### src/rtl/rrag_mem_ctrl_pkg.sv
// Shared types and constants for the RrAg->MEM stage controller.
// Holds the stage FSM encoding and the latch valid-bit rule.
package rrag_mem_ctrl_pkg;

  localparam int CNT_W_DEF = 32;

  typedef enum logic [1:0] {
    RUN = 2'd0,
    REP = 2'd1,
    EXC = 2'd2
  } state_e;

  // A REP with a zero count is squashed unless it carries an exception.
  function automatic logic lvld_f(
    input logic v,
    input logic rep,
    input logic ie,
    input logic zero
  );
    return v & (ie | ~(rep & zero));
  endfunction

endpackage

### src/rtl/rrag_mem_ctrl_rep_counter.sv
// Loadable REP iteration down-counter with zero/one detect.
// Priority is clear, then load, then decrement; never wraps below zero.
module rrag_mem_ctrl_rep_counter
  import rrag_mem_ctrl_pkg::*;
#(
  parameter int W = CNT_W_DEF
) (
  input  logic         clk,
  input  logic         rst_n,
  input  logic         clr_i,
  input  logic         ld_i,
  input  logic [W-1:0] ld_val_i,
  input  logic         dec_i,
  output logic [W-1:0] cnt_o,
  output logic         zero_o,
  output logic         one_o
);

  logic [W-1:0] cnt_q;
  logic [W-1:0] cnt_d;

  assign zero_o = (cnt_q == '0);
  assign one_o  = (cnt_q == W'(1));
  assign cnt_o  = cnt_q;

  always_comb begin
    cnt_d = cnt_q;
    if (clr_i) begin
      cnt_d = '0;
    end else if (ld_i) begin
      cnt_d = ld_val_i;
    end else if (dec_i && !zero_o) begin
      cnt_d = cnt_q - W'(1);
    end
  end

  always_ff @(posedge clk or negedge rst_n) begin
    if (!rst_n) begin
      cnt_q <= '0;
    end else begin
      cnt_q <= cnt_d;
    end
  end

endmodule

### src/rtl/rrag_mem_ctrl.sv
// RrAg->MEM latch controller: load/stall generation,
// REP sequencing and exception freeze until flush.
module rrag_mem_ctrl
  import rrag_mem_ctrl_pkg::*;
#(
  parameter int CNT_W = CNT_W_DEF
) (
  input  logic             clk,
  input  logic             clr,
  input  logic             valid_in,
  input  logic             is_rep_in,
  input  logic [CNT_W-1:0] rep_num_in,
  input  logic             IE_in,
  input  logic             mem_ready,
  input  logic             flush,
  output logic             latch_ld,
  output logic             latch_vld,
  output logic             rrag_stall,
  output logic             rep_active,
  output logic [CNT_W-1:0] rep_cnt,
  output logic             rep_last,
  output logic             rep_done,
  output logic             ie_hold
);

  state_e     state_q;
  logic       vld_q;
  logic       rep_done_q;
  logic [CNT_W-1:0] cnt;
  logic       cnt_zero;
  logic       cnt_one;

  logic num_zero;
  logic accept;
  logic rule_vld;
  logic rep_end;
  logic ld_rep;
  logic ld_exc;
  logic dec;

  assign num_zero = (rep_num_in == '0);
  assign rule_vld = lvld_f(valid_in, is_rep_in,
                           IE_in, num_zero);
  assign accept   = latch_ld & valid_in & ~flush;
  assign rep_end  = (state_q == REP) & mem_ready
                  & cnt_one;
  assign ld_exc   = accept & IE_in;
  assign ld_rep   = accept & ~IE_in & is_rep_in
                  & ~num_zero;
  assign dec      = (state_q == REP) & mem_ready
                  & ~flush;

  always_comb begin
    latch_ld   = 1'b0;
    latch_vld  = 1'b0;
    rrag_stall = 1'b1;
    if (clr) begin
      if (flush) begin
        latch_ld = 1'b1;
      end else begin
        case (state_q)
          RUN: begin
            latch_ld  = ~vld_q | mem_ready;
            latch_vld = rule_vld;
          end
          REP: begin
            latch_ld  = rep_end;
            latch_vld = rule_vld & rep_end;
          end
          default: ;
        endcase
      end
      rrag_stall = ~latch_ld;
    end
  end

  rrag_mem_ctrl_rep_counter #(
    .W(CNT_W)
  ) u_cnt (
    .clk     (clk),
    .rst_n   (clr),
    .clr_i   (flush),
    .ld_i    (ld_rep),
    .ld_val_i(rep_num_in),
    .dec_i   (dec),
    .cnt_o   (cnt),
    .zero_o  (cnt_zero),
    .one_o   (cnt_one)
  );

  always_ff @(posedge clk or negedge clr) begin
    if (!clr) begin
      state_q    <= RUN;
      vld_q      <= 1'b0;
      rep_done_q <= 1'b0;
    end else begin
      rep_done_q <= ~flush & (rep_end
                  | (accept & ~IE_in
                     & is_rep_in & num_zero));
      if (flush) begin
        state_q <= RUN;
        vld_q   <= 1'b0;
      end else if (state_q != EXC && latch_ld) begin
        if (ld_exc) begin
          state_q <= EXC;
          vld_q   <= 1'b1;
        end else if (ld_rep) begin
          state_q <= REP;
          vld_q   <= 1'b1;
        end else begin
          state_q <= RUN;
          vld_q   <= latch_vld;
        end
      end
    end
  end

  assign rep_cnt    = clr ? cnt : '0;
  assign rep_active = clr & (state_q == REP);
  assign rep_last   = clr & (state_q == REP)
                    & cnt_one;
  assign ie_hold    = clr & (state_q == EXC);
  assign rep_done   = clr & rep_done_q;

endmodule

### config.mk
export PLATFORM = sky130hd
export DESIGN_NAME = rrag_mem_ctrl
export DESIGN_NICKNAME = d
export VERILOG_FILES = /design/src/rtl/rrag_mem_ctrl_pkg.sv /design/src/rtl/rrag_mem_ctrl_rep_counter.sv /design/src/rtl/rrag_mem_ctrl.sv
export SDC_FILE = /design/constraint.sdc
export NUM_CORES = 1
export LEC_CHECK = 0
export CORE_MARGIN = 1
export CORE_UTILIZATION = 45
export CTS_BUF_LIST = sky130_fd_sc_hd__clkbuf_4
export DETAILED_ROUTE_END_ITERATION = 6
export DONT_BUFFER_PORTS = 1
export SLEW_MARGIN = 40
export SYNTH_ARGS = -nofsm -noshare
export SYNTH_HDL_FRONTEND = slang
export SYNTH_SLANG_ARGS = --single-unit
### constraint.sdc
create_clock -name clk -period 7.7 [get_ports clk]
set_clock_uncertainty 0.2 [all_clocks]
set_input_delay 0.77 -clock clk [delete_from_list [all_inputs] [get_ports clk]]
set_output_delay 0.77 -clock clk [all_outputs]
set_load 0.05 [all_outputs]
==> results_dict.tcl <==
set metrics [dict create \
    status "finished clean" \
    synthesis.area_mm2 0.002743 \
    hold_class "in2async" \
    rr_startpoint "u_cnt.cnt_o[4]" \
    dr.first_iter.drc_count 77 \
    worstMarginPinSlew_ns 0.7985 \
    die_h_um 80.07 \
    hpwl_um 4989 \
    required_ns 6.73 \
    final.setup.tns_ns 0 \
    yosysMostFrequentCell "nor2_1" \
    io_buffer_count 0 \
    wirelength_um 7137 \
    yosys.area.top_type "dfrtp_1" \
    grt_max_degree 45 \
    synth_cells 311 \
    area_growth_pct 3.741 \
    clkLatencyLatePin_ns 0.35 \
    crit_type "reg2out" \
    grt_pass1_wl_um 11350 \
    synth_common_cells "37 x nor2_1, 36 x dfrtp_1, 35 x and2_1" \
    hold_viol 0 \
    ys_warn_count 0 \
    critPathMaxFanout 7 \
    num_vias 2285 \
    vias_per_cell 6.077 \
    peakVddDrop_mv 0.07468 \
    drive_above_1_share_pct 15.28 \
    r2r_cells 6 \
    h-tree-depth 2 \
    synth_top_area_share_pct 32.85 \
    finalNetCount 343 \
    final_max_slew_viol_count 0 \
    clock-sinks 36 \
    regArea_um2 900.9 \
    power_density_mw_per_mm2 149.8 \
    antenna_found_initial 0 \
    grt-ovfl-total 0 \
    cts_root_buffer "clkbuf_4" \
    drt_pass1_iterations 4 \
    coreArea_mm2 0.005886 \
    rsz0062_at_grt "no" \
    grt_use_total_pct 23.29 \
    final_antenna_net_count 0 \
    fmax_mhz 257.9 \
    reg2reg_setup_slack_ns 4.42 \
    report.final.setup_viol 0 \
    synthFlopType "dfrtp_1" \
    synth_cell_types 39 \
    yosys-top-cells-area "dfrtp_1 33%, a211oi_2 9.1%, xnor2_1 8.6%, and2_1 8.0%, nor2_1 5.1%" \
    critPathLaunchType "register" \
    syn_nets 353 \
    multi_input_area_mm2 0.001759 \
    drc 0 \
    syn_area_per_cell_um2 8.819 \
    cp.arrival_ns 2.91 \
    cts-buffers-inserted 5 \
    synth-seq-cells 36 \
    gp_congestion 0.7843 \
    cts_tree "done" \
    fin_crit_ns 3.878 \
    diodes 0 \
    slew_headroom_pct 46.36 \
    p_leak_nw 1.110 \
    async_flop_share_pct 100.0 \
    num_rows 28 \
    start_util_pct 46.60 \
    die_w_um 80.07 \
    die_area_mm2 0.006411 \
    drv_cap 0 \
    cp-end-kind "output port" \
    io-pin-count 78 \
    power.total_mw 0.4263 \
    clk_transition_reported_paths_ns 0.11 \
    wl_per_cell_um 18.98 \
    worstReg2RegEnd "u_cnt.cnt_o[18]" \
    first_global_vias 2254 \
    fill_cells 603 \
    synth_edf_count 0 \
    clockBufferDepth 2 \
    fin_crit_sh_pct 50.37 \
    seq_area_frac_synth_pct 32.85 \
]
stage by stage:
step | hold slack [ns] | instance area, um2 | setup WS, ns | instances | utilization [%]
2_1_floorplan | 0.2744 | 2743 | 3.646 | 311 | -
5_1_grt | 0.04544 | 2845 | 3.629 | 376 | 48.34
3_3_place_gp | 0.2760 | 2749 | 4.064 | 368 | 46.70
3_5_place_dp | 0.2756 | 2780 | 4.207 | 368 | 47.24
4_1_cts | 0.04678 | 2845 | 3.808 | 376 | 48.34
6_report | 0.04702 | 2845 | 3.822 | 376 | 48.34
layer usage:
layer,vias to the layer above,share of wire [%],track usage [%]
met2,77,45,37.26
met5,-,0,0
met4,0,1.1,5.357
met1,1110,48,32.05
li1,1092,-,-
met3,6,5.6,5.000
cell type report:
type / count / area share [%]
multi-input cells: 251 / 61.83
flip-flops and latches: 36 / 31.66
well taps: 75 / 3.298
clock buffers: 5 / 1.319
repair buffers: 2 / 0.9675
inverters: 5 / 0.6596
clock inverters: 2 / 0.2639
flip-flops by register name (all words and copies together) (netlist names):
signal       cells
rep_done_q       1
state_q          2
u_cnt.cnt_o     32
vld_q            1
placed cells by master (no fill, tap or decap), types with 4 or more instances in the layout:
master and n:
nor4_1 20, xnor2_1 27, nor2_1 37, and2_1 35
nand2_1 21, a211oi_2 20, o31ai_1 4, inv_1 5
nand3_1 4, nor3_1 17, nand2b_1 4, clkbuf_4 5
or3_1 5, o21ai_0 7, dfrtp_1 36, nand4_1 5
kinds of logic after synthesis:
logic type | Yosys count | synth area share, %
flops | 36 | 32.85
simple gates | 176 | 36.27
compound gates | 42 | 15.28
xor+xnor | 30 | 9.581
fa+ha+maj | 3 | 1.369
buf+inv | 24 | 4.653
critical path, cell delays in order (launching register included):
cell     delay (ns)
dfrtp_1        0.45
or4_1          0.72
nor4_4         0.35
a31oi_2        0.27
nor2_1         0.17
o21ai_2        0.21
inv_1          0.39
repair_timing:
action | 4_1_cts | 5_1_grt
buffers inserted | 0 | 0
gates resized for setup | 0 | 0
hold endpoints to repair | 36 | 0
hold buffers | 1 | 0
worst max path at each step:
| stage | start | endpoint | slack (ns) | cells after the start |
|---|---|---|---|---|
| floorplan | u_cnt.cnt_o[27] | rep_last | 3.65 | 4 |
| global placement | mem_ready | latch_ld | 4.06 | 6 |
| detailed placement | u_cnt.cnt_o[20] | latch_ld | 4.21 | 6 |
| CTS | u_cnt.cnt_o[20] | latch_ld | 3.81 | 6 |
| global route | u_cnt.cnt_o[20] | latch_ld | 3.63 | 6 |
| finish | u_cnt.cnt_o[20] | latch_ld | 3.82 | 6 |
power breakdown:
group          total (mW)  internal (mW)  switching [mW]
clock              0.0986         0.0319          0.0667
sequential          0.205          0.196         0.00909
combinational       0.123         0.0366          0.0861
Power figures use the tool's default switching activity.
